### config.mk
export PLATFORM = sky130hd
export DESIGN_NAME = lbp_stream_engine_flat
export DESIGN_NICKNAME = d
export VERILOG_FILES = /design/src/rtl/lbp_stream_engine_if.sv /design/src/rtl/lbp_stream_engine.sv /design/src/flat_wrapper.sv
export SDC_FILE = /design/constraint.sdc
export NUM_CORES = 2
export LEC_CHECK = 0
export BUFFER_PORTS_ARGS = -buffer_cell sky130_fd_sc_hd__buf_2
export CORE_ASPECT_RATIO = 0.7
export CORE_UTILIZATION = 30
export CTS_BUF_LIST = sky130_fd_sc_hd__clkbuf_4 sky130_fd_sc_hd__clkbuf_8
export CTS_CLUSTER_SIZE = 25
export DETAILED_ROUTE_END_ITERATION = 6
export PLACE_DENSITY_LB_ADDON = 0.2
export SKIP_LAST_GASP = 1
export SYNTH_ARGS = -nofsm -noshare
export SYNTH_HDL_FRONTEND = slang
export SYNTH_SLANG_ARGS = --single-unit
### constraint.sdc
create_clock -name clk -period 91.8 [get_ports clk]
set_clock_uncertainty 0.15 [all_clocks]
set_input_delay 9.18 -clock clk [delete_from_list [all_inputs] [get_ports clk]]
set_output_delay 9.18 -clock clk [all_outputs]
set_load 0.005 [all_outputs]
### src/rtl/lbp_stream_engine_if.sv
// Gray-memory read port and LBP result write port of the LBP stream engine.
// The master side is the engine; the slave side is the memory / result sink.
interface lbp_stream_engine_if #(
    parameter int PIX_W  = 8,
    parameter int ADDR_W = 14
);
    logic              gray_req;
    logic [ADDR_W-1:0] gray_addr;
    logic              gray_ready;
    logic [PIX_W-1:0]  gray_data;
    logic              lbp_valid;
    logic [ADDR_W-1:0] lbp_addr;
    logic [7:0]        lbp_data;

    modport master (
        output gray_req, gray_addr, lbp_valid, lbp_addr, lbp_data,
        input  gray_ready, gray_data
    );

    modport slave (
        input  gray_req, gray_addr, lbp_valid, lbp_addr, lbp_data,
        output gray_ready, gray_data
    );
endinterface

### src/rtl/lbp_stream_engine.sv
// Streaming 3x3 local-binary-pattern engine: raster read of a gray image, two line buffers,
// one LBP code per interior pixel two edges after the bottom-right pixel is accepted; optional zero border pass.
module lbp_stream_engine #(
    parameter int IMG_W       = 128,
    parameter int IMG_H       = 128,
    parameter int PIX_W       = 8,
    parameter int ADDR_W      = 14,
    parameter int BORDER_ZERO = 0
) (
    input  logic              clk,
    input  logic              reset,
    input  logic              start,
    input  logic              mode,
    input  logic [PIX_W-1:0]  thresh_off,
    lbp_stream_engine_if.master bus,
    output logic              busy,
    output logic              finish
);

    localparam int CW = $clog2(IMG_W);
    localparam int RW = $clog2(IMG_H);
    localparam logic [ADDR_W-1:0] LAST_ADDR = ADDR_W'(IMG_W * IMG_H - 1);

    typedef enum logic [2:0] {S_IDLE, S_SCAN, S_DRAIN, S_BORDER, S_DONE} state_t;

    state_t                          state_q, state_d;
    logic                            gray_req_q, gray_req_d;
    logic [ADDR_W-1:0]               rd_addr_q, rd_addr_d;
    logic                            mode_q, mode_d;
    logic [PIX_W-1:0]                thr_q, thr_d;
    logic                            cap_pend_q, cap_pend_d;
    logic [ADDR_W-1:0]               cap_addr_q, cap_addr_d;
    logic [CW-1:0]                   cap_c_q, cap_c_d;
    logic [RW-1:0]                   cap_r_q, cap_r_d;
    logic [IMG_W-1:0][PIX_W-1:0]     lb0_q, lb0_d;
    logic [IMG_W-1:0][PIX_W-1:0]     lb1_q, lb1_d;
    logic [2:0][2:0][PIX_W-1:0]      win_q, win_d;
    logic                            res_pend_q, res_pend_d;
    logic [ADDR_W-1:0]               res_addr_q, res_addr_d;
    logic                            lbp_valid_q, lbp_valid_d;
    logic [ADDR_W-1:0]               lbp_addr_q, lbp_addr_d;
    logic [7:0]                      lbp_data_q, lbp_data_d;
    logic [CW-1:0]                   bd_c_q, bd_c_d;
    logic [RW-1:0]                   bd_r_q, bd_r_d;
    logic [ADDR_W-1:0]               bd_addr_q, bd_addr_d;
    logic                            bd_last_q, bd_last_d;
    logic                            busy_q, busy_d;
    logic                            finish_q, finish_d;

    logic                            acc;
    logic                            bd_mid;
    logic [PIX_W:0]                  ref_v;
    logic [7:0]                      code;

    // Window rows: 0 = two rows up (lb1), 1 = previous row (lb0), 2 = current row; column 2 is newest.
    always_comb begin
        ref_v   = {1'b0, win_q[1][1]} + (mode_q ? {1'b0, thr_q} : '0);
        code[0] = {1'b0, win_q[0][0]} >= ref_v;
        code[1] = {1'b0, win_q[0][1]} >= ref_v;
        code[2] = {1'b0, win_q[0][2]} >= ref_v;
        code[3] = {1'b0, win_q[1][0]} >= ref_v;
        code[4] = {1'b0, win_q[1][2]} >= ref_v;
        code[5] = {1'b0, win_q[2][0]} >= ref_v;
        code[6] = {1'b0, win_q[2][1]} >= ref_v;
        code[7] = {1'b0, win_q[2][2]} >= ref_v;
    end

    always_comb begin
        state_d     = state_q;
        gray_req_d  = gray_req_q;
        rd_addr_d   = rd_addr_q;
        mode_d      = mode_q;
        thr_d       = thr_q;
        cap_addr_d  = cap_addr_q;
        cap_c_d     = cap_c_q;
        cap_r_d     = cap_r_q;
        lb0_d       = lb0_q;
        lb1_d       = lb1_q;
        win_d       = win_q;
        res_pend_d  = 1'b0;
        res_addr_d  = res_addr_q;
        lbp_valid_d = 1'b0;
        lbp_addr_d  = lbp_addr_q;
        lbp_data_d  = lbp_data_q;
        bd_c_d      = bd_c_q;
        bd_r_d      = bd_r_q;
        bd_addr_d   = bd_addr_q;
        bd_last_d   = bd_last_q;
        busy_d      = busy_q;
        finish_d    = finish_q;

        acc        = (state_q == S_SCAN) && gray_req_q && bus.gray_ready;
        cap_pend_d = acc;
        bd_mid     = (bd_r_q != '0) && (bd_r_q != RW'(IMG_H - 1));

        case (state_q)
            S_IDLE, S_DONE: begin
                if (start) begin
                    state_d    = S_SCAN;
                    gray_req_d = 1'b1;
                    rd_addr_d  = '0;
                    cap_addr_d = '0;
                    cap_c_d    = '0;
                    cap_r_d    = '0;
                    bd_c_d     = '0;
                    bd_r_d     = '0;
                    bd_addr_d  = '0;
                    bd_last_d  = 1'b0;
                    mode_d     = mode;
                    thr_d      = thresh_off;
                    busy_d     = 1'b1;
                    finish_d   = 1'b0;
                end
            end
            S_SCAN: begin
                if (acc) begin
                    if (rd_addr_q == LAST_ADDR) begin
                        gray_req_d = 1'b0;
                        state_d    = S_DRAIN;
                    end else begin
                        rd_addr_d = rd_addr_q + ADDR_W'(1);
                    end
                end
            end
            S_DRAIN: begin
                // Nothing in flight: whatever result is on the port now is the last interior one.
                if (!cap_pend_q && !res_pend_q) begin
                    if (BORDER_ZERO != 0) begin
                        state_d = S_BORDER;
                    end else begin
                        state_d  = S_DONE;
                        busy_d   = 1'b0;
                        finish_d = 1'b1;
                    end
                end
            end
            S_BORDER: begin
                if (bd_last_q) begin
                    state_d  = S_DONE;
                    busy_d   = 1'b0;
                    finish_d = 1'b1;
                end else begin
                    lbp_valid_d = 1'b1;
                    lbp_addr_d  = bd_addr_q;
                    lbp_data_d  = 8'h00;
                    bd_last_d   = (bd_addr_q == LAST_ADDR);
                    if (bd_mid && bd_c_q == '0) begin
                        bd_c_d    = CW'(IMG_W - 1);
                        bd_addr_d = bd_addr_q + ADDR_W'(IMG_W - 1);
                    end else if (bd_c_q == CW'(IMG_W - 1)) begin
                        bd_c_d    = '0;
                        bd_r_d    = bd_r_q + RW'(1);
                        bd_addr_d = bd_addr_q + ADDR_W'(1);
                    end else begin
                        bd_c_d    = bd_c_q + CW'(1);
                        bd_addr_d = bd_addr_q + ADDR_W'(1);
                    end
                end
            end
            default: state_d = S_IDLE;
        endcase

        if (cap_pend_q) begin
            for (int i = 0; i < 3; i++) begin
                win_d[i][0] = win_q[i][1];
                win_d[i][1] = win_q[i][2];
            end
            win_d[0][2]    = lb1_q[cap_c_q];
            win_d[1][2]    = lb0_q[cap_c_q];
            win_d[2][2]    = bus.gray_data;
            lb1_d[cap_c_q] = lb0_q[cap_c_q];
            lb0_d[cap_c_q] = bus.gray_data;
            // Columns 0 and 1 still hold the previous row's tail, so they never form a window.
            res_pend_d = (cap_r_q >= RW'(2)) && (cap_c_q >= CW'(2));
            res_addr_d = cap_addr_q - ADDR_W'(IMG_W + 1);
            cap_addr_d = cap_addr_q + ADDR_W'(1);
            if (cap_c_q == CW'(IMG_W - 1)) begin
                cap_c_d = '0;
                cap_r_d = cap_r_q + RW'(1);
            end else begin
                cap_c_d = cap_c_q + CW'(1);
            end
        end

        if (res_pend_q) begin
            lbp_valid_d = 1'b1;
            lbp_addr_d  = res_addr_q;
            lbp_data_d  = code;
        end
    end

    always_ff @(posedge clk or posedge reset) begin
        if (reset) begin
            state_q     <= S_IDLE;
            gray_req_q  <= 1'b0;
            rd_addr_q   <= '0;
            mode_q      <= 1'b0;
            thr_q       <= '0;
            cap_pend_q  <= 1'b0;
            cap_addr_q  <= '0;
            cap_c_q     <= '0;
            cap_r_q     <= '0;
            lb0_q       <= '0;
            lb1_q       <= '0;
            win_q       <= '0;
            res_pend_q  <= 1'b0;
            res_addr_q  <= '0;
            lbp_valid_q <= 1'b0;
            lbp_addr_q  <= '0;
            lbp_data_q  <= '0;
            bd_c_q      <= '0;
            bd_r_q      <= '0;
            bd_addr_q   <= '0;
            bd_last_q   <= 1'b0;
            busy_q      <= 1'b0;
            finish_q    <= 1'b0;
        end else begin
            state_q     <= state_d;
            gray_req_q  <= gray_req_d;
            rd_addr_q   <= rd_addr_d;
            mode_q      <= mode_d;
            thr_q       <= thr_d;
            cap_pend_q  <= cap_pend_d;
            cap_addr_q  <= cap_addr_d;
            cap_c_q     <= cap_c_d;
            cap_r_q     <= cap_r_d;
            lb0_q       <= lb0_d;
            lb1_q       <= lb1_d;
            win_q       <= win_d;
            res_pend_q  <= res_pend_d;
            res_addr_q  <= res_addr_d;
            lbp_valid_q <= lbp_valid_d;
            lbp_addr_q  <= lbp_addr_d;
            lbp_data_q  <= lbp_data_d;
            bd_c_q      <= bd_c_d;
            bd_r_q      <= bd_r_d;
            bd_addr_q   <= bd_addr_d;
            bd_last_q   <= bd_last_d;
            busy_q      <= busy_d;
            finish_q    <= finish_d;
        end
    end

    assign bus.gray_req  = gray_req_q;
    assign bus.gray_addr = rd_addr_q;
    assign bus.lbp_valid = lbp_valid_q;
    assign bus.lbp_addr  = lbp_addr_q;
    assign bus.lbp_data  = lbp_data_q;
    assign busy          = busy_q;
    assign finish        = finish_q;

endmodule

### src/flat_wrapper.sv
// flat-port wrapper written by rule: the top's interface ports become plain ports
module lbp_stream_engine_flat 
#(
    parameter int IMG_W       = 128,
    parameter int IMG_H       = 128,
    parameter int PIX_W       = 8,
    parameter int ADDR_W      = 14,
    parameter int BORDER_ZERO = 0
)
  (clk, reset, start, mode, thresh_off, busy, finish, bus_gray_req, bus_gray_addr, bus_lbp_valid, bus_lbp_addr, bus_lbp_data, bus_gray_ready, bus_gray_data);
  lbp_stream_engine_if #(.PIX_W(PIX_W), .ADDR_W(ADDR_W)) bus_i ();
  input  logic clk;
  input  logic reset;
  input  logic start;
  input  logic mode;
  input  logic [PIX_W-1:0] thresh_off;
  output logic busy;
  output logic finish;
  output wire logic [$bits(bus_i.gray_req)-1:0] bus_gray_req;
  output wire logic [$bits(bus_i.gray_addr)-1:0] bus_gray_addr;
  output wire logic [$bits(bus_i.lbp_valid)-1:0] bus_lbp_valid;
  output wire logic [$bits(bus_i.lbp_addr)-1:0] bus_lbp_addr;
  output wire logic [$bits(bus_i.lbp_data)-1:0] bus_lbp_data;
  input wire logic [$bits(bus_i.gray_ready)-1:0] bus_gray_ready;
  input wire logic [$bits(bus_i.gray_data)-1:0] bus_gray_data;
  assign bus_gray_req = bus_i.gray_req;
  assign bus_gray_addr = bus_i.gray_addr;
  assign bus_lbp_valid = bus_i.lbp_valid;
  assign bus_lbp_addr = bus_i.lbp_addr;
  assign bus_lbp_data = bus_i.lbp_data;
  assign bus_i.gray_ready = bus_gray_ready;
  assign bus_i.gray_data = bus_gray_data;
  lbp_stream_engine #(.IMG_W(IMG_W), .IMG_H(IMG_H), .PIX_W(PIX_W), .ADDR_W(ADDR_W), .BORDER_ZERO(BORDER_ZERO)) u_core (.clk(clk), .reset(reset), .start(start), .mode(mode), .thresh_off(thresh_off), .bus(bus_i), .busy(busy), .finish(finish));
endmodule
== Yosys cells after proc, flatten, opt, wreduce, memory -nomap -nowiden ==
Index checks and enable logic that the tools add are counted.
W data, S select, Z words.

* Logic and storage cells: 418
* Latch bits: 0
* Memory bits (read-only): 0
* Register bits after elaboration: 2245
* Input port bits: 21
* Output and inout bits: 40
* Bits in writable memories: 0
* Memories kept: 0

* Shifts and indexed selects: 0
* Muxes and demuxes: 63
* Add/subtract/negate cells: 10
* Equality and inequality tests: 19
* Divide/modulo/power cells: 0
* $lt $le $gt $ge: 12
* Bitwise gates (word level): 0
* Reduce and logical (&&, ||, !) cells: 29
* Multipliers: 0

{| class="wikitable"
|+ Operators by type and width
! operator !! count
|-
| $bwmux W1024 || 2
|-
| $mux W14 || 10
|-
| $bmux W8 S7 || 2
|-
| $mux W7 || 14
|-
| $ge A8 B9 Y1 || 8
|-
| $demux W8 S7 || 1
|-
| $mux W8 || 7
|-
| $pmux W14 S2 || 2
|-
| $add A14 B1 Y14 const B || 3
|-
| $add A7 B1 Y7 const B || 4
|-
| $eq A14 B14 Y1 const B || 2
|-
| $pmux W7 S2 || 2
|-
| $mux W3 || 5
|-
| $add A14 B7 Y14 const B || 1
|-
| $eq A7 B7 Y1 const B || 2
|-
| $ge A7 B2 Y1 const B || 2
|-
| $sub A14 B8 Y14 const B || 1
|-
| $mux W1 || 13
|-
| $pmux W3 S4 || 1
|-
| $reduce_and A4 Y1 || 3
|-
| $ne A2 B1 Y1 const B || 5
|-
| $ne A2 B2 Y1 const B || 5
|-
| $reduce_and A5 Y1 || 2
|-
| $reduce_bool A2 Y1 || 5
|-
| other kinds (18) || 31
|}

== Depth between registers and ports, before layout ==
* Depth in word-level cells: 6
* Mapped depth: 16
* Mapped depth without buffers: 14

== Worst setup path before layout ==
OpenSTA, ideal clock, no wires.

* Path type: input-to-reg
* From: in bus_gray_ready
* To: reg u_core.rd_addr_q[9], in the netlist u_core.bus.gray_addr[9]
* Setup slack: 81.166 ns
* Stages: 6
* Arrival time: 10.352 ns
* Required time: 91.518 ns
* Path through: nand3_1 -> a31o_2 -> a211oi_1 -> and3_1 -> xnor2_1 -> nor2_1

* Cells in the longest elaborated chain, start to end: 3

{| class="wikitable"
|+ Ends and longest elaborated chain
! what !! RTL line !! source
|-
| start: declaration || flat_wrapper.sv:24 || <nowiki>input wire logic [$bits(bus_i.gray_ready)-1:0] bus_gray_ready;</nowiki>
|-
| $logic_and A1 B1 Y1 || lbp_stream_engine.sv:92 || <nowiki>acc = (state_q == S_SCAN) && gray_req_q && bus.gray_ready;</nowiki>
|-
| $ne A2 B1 Y1 (no source line) || -- ||
|-
| $reduce_and A4 Y1 (no source line) || -- ||
|-
| end signal: assignment || lbp_stream_engine.sv:220 || <nowiki>rd_addr_q <= rd_addr_d;</nowiki>
|-
| end: declaration || lbp_stream_engine.sv:28 || <nowiki>logic [ADDR_W-1:0] rd_addr_q, rd_addr_d;</nowiki>
|}

No other way between the ends.
A chain may end at the register's enable or synchronous reset.

==> results_dict.tcl <==
set metrics [dict create \
    run_status "complete, no violations" \
    route.vias.total 73679 \
    rr_worst_depth 12 \
    power_density_nw_per_um2 17.2 \
    nets 8792 \
    start_util_pct 30.2 \
    antenna_found_initial 22 \
    design_area_um2 115000 \
    cts_num_sinks 2245 \
    viasPerCell 5.47 \
    avgSynthCellArea_um2 11.7 \
    cp_common_cell "buf_4" \
    final_cell_mix "dfrtp_1, mux2_2, nor2_1" \
    drc 0 \
    slew_headroom_pct 2.89 \
    yosysWarnings 0 \
    final.period_utilization_pct 15.6 \
    post-route-util_pct 33.8 \
    coreArea_um2 340000 \
    dieArea_um2 345000 \
    portBuffers 60 \
    worst_ep_required_time_ps 92600 \
    synth-async-reset-ratio_pct 100 \
    die_w_um 701 \
    grtUsageTotal_pct 22.1 \
    max_freq_mhz 69.9 \
    drv_cap 0 \
    grt-ovfl-total 0 \
    endpoint_kind "asynchronous set/reset pin" \
    hold_ws_ps 314 \
    hold_end "u_core.bus.lbp_addr[4]" \
    syn_area_um2 103000 \
    report.final.hold_viol_count 0 \
    leakage_nw 53.0 \
    crit_fanout 165 \
    worstSetupPathType "in2async" \
    syn_to_final_growth_pct 12.0 \
    tritoncts "yes" \
    io_pins 61 \
    cts_setup_buffers 0 \
    synth_edf_count 0 \
    clockRootBuffer "clkbuf_8" \
    placed_area_um2 108000 \
    grt_max_degree 170 \
    cp_slowest_cell "buf_4" \
    setup_viol 0 \
    cts_resized 0 \
    ys_seq_area_share_pct 54.7 \
    cts_made_buffers 356 \
    ys_types 96 \
    fin_crit_ps 14310 \
    dpl.cell_count 12854 \
    routed_wl_um 387000 \
    ant_nets 0 \
    synthesis.nets 8849 \
    cp.arrival_ps 15110 \
    max_stage_delay_ps 840 \
    htreeDepth 5 \
    die_y_um 491 \
    ys.flop_type "dfrtp_1" \
    r2r-end "u_core.lb1_q[955]" \
    grt_setup_unrepaired "false" \
    layout-drive-gt1-share_pct 29.2 \
    ys_ff_latch 2245 \
    hpwl_um 239000 \
    avgRoutedWirePerCell_um 28.8 \
    slew_viol_final 0 \
    grt_pass1_wl_um 555000 \
    row_count 179 \
    seq_area_um2 56200 \
    layout_commonest_cell "dfrtp_1" \
    holdPathStages 2 \
    drt_iter0_markers 7638 \
    fillCellCount 33597 \
    gp_congestion 0.871 \
    timing.rr.start "u_core.cap_c_q[0]" \
    regToRegSetupSlack_ps 85470 \
    drtPass1Iterations 6 \
    clockBufferDepth 4 \
    tns_ps 0 \
    crit_chain "buf_2, inv_8, buf_12, buf_4, buf_4, buf_4, buf_4, buf_12" \
    grt_pass1_vias 73341 \
    start_kind "primary input" \
    ctsHoldBuffers 0 \
    hold_class "reg2reg" \
    syn-instance-count 8745 \
    multi_input_area_um2 42700 \
    fin_cells 13476 \
    path_clk_slew_ps 60 \
    ir_worst_vdd_v 0.0000101 \
    clk_latency_ps 1050 \
    min-delay-start "u_core.res_addr_q[4]" \
    worst_slew_pin_slew_ps 1460 \
]
## stage by stage
stage | power [mW] | worst slack (ps)
2_1_floorplan | 1.06 | 19040
3_3_place_gp | 1.07 | 76580
3_5_place_dp | 1.08 | 76360
4_1_cts | 1.99 | 77410
5_1_grt | 2.04 | 76700
6_report | 1.97 | 77490
## kinds of logic (layout without fill, tap and decap cells)
kind of cell	Yosys count	count (layout)	synth area share, %
flops	2245	2245	54.7
compound gates	2027	2027	12.1
simple gates	1865	1865	7.45
mux	1627	1627	20.1
buf+inv	845	1042	4.14
fa+ha+maj	91	91	1.10
xor+xnor	45	45	0.384
other cells	0	9	0
## state kept, by name, summed over array words and instances, names as in the netlist, 8 cells and up
register / cells
u_core.bus.gray_addr: 14
u_core.win_q: 72
u_core.lb0_q: 1024
u_core.res_addr_q: 14
u_core.lb1_q: 1024
u_core.bd_addr_q: 14
u_core.bus.lbp_addr: 14
u_core.cap_addr_q: 14
u_core.thr_q: 8
u_core.bus.lbp_data: 8
## final cells by class
type | count | area share, %
Sequential cell | 2245 | 48.9
Multi-Input combinational cell | 5655 | 37.1
Clock buffer | 575 | 6.16
Tap cell | 4525 | 4.92
Timing Repair Buffer | 385 | 2.54
Clock inverter | 37 | 0.263
Inverter | 45 | 0.166
Antenna cell | 9 | 0.0196
## Yosys cell counts (all sizes together) (8+ instances only)
master   count  area [um^2]
o21ai      466         2390
nor3        21          125
nor4        13          109
nand3       57          285
ha          81         1010
a21o        24          180
a22o        27          236
a211oi      20          165
buf        378         2490
clkbuf     422         1590
a31oi       17          106
o2111ai      8         70.1
o221ai      15          131
xnor2       25          219
o31ai       10         75.1
a21oi      860         4320
a221o       37          370
mux2      1234        13900
maj3         8         80.1
nand4       11         68.8
and3        23          144
nor2      1006         3850
dfrtp     2245        56200
inv         45          169
a221oi     238         2100
o22a        14          123
mux2i      173         1730
nand2b      24          150
o22ai       92          576
mux4       220         5010
nor2b       19          119
o2bb2ai     10         87.6
o21a        14          105
a22oi      112          841
xor2        20          175
and2        21          131
o211ai      13         97.6
nand2      637         2390
## metal layers
metal	vias up	track usage [%]	wire, um
li1	31240	-	-
met2	2890	30.6	157000
met3	616	5.59	34600
met1	38923	33.9	185000
met4	10	5.75	10400
met5	-	0	61
## worst max-delay path by stage
stage,to,cells after the start,start,slack (ps)
detailed placement,u_core.lb1_q[915],8,reset,76360
floorplan,u_core.bd_addr_q[0],1,reset,19040
global route,u_core.lb0_q[939],8,reset,76700
global placement,u_core.lb1_q[899],8,reset,76580
finish,u_core.lb1_q[948],8,reset,77490
CTS,u_core.lb1_q[930],8,reset,77410
## worst max-delay path: cells and delay by family
family   cells  cell delay, ps
buf+inv      8            5150
## power breakdown
group | leakage (nW) | switching (mW) | internal, mW
Sequential | 30.4 | 0.00360 | 0.997
Clock | 3.95 | 0.422 | 0.494
Combinational | 18.6 | 0.0439 | 0.0118
Total | 53.0 | 0.470 | 1.50
Power figures use the tool's default switching activity.
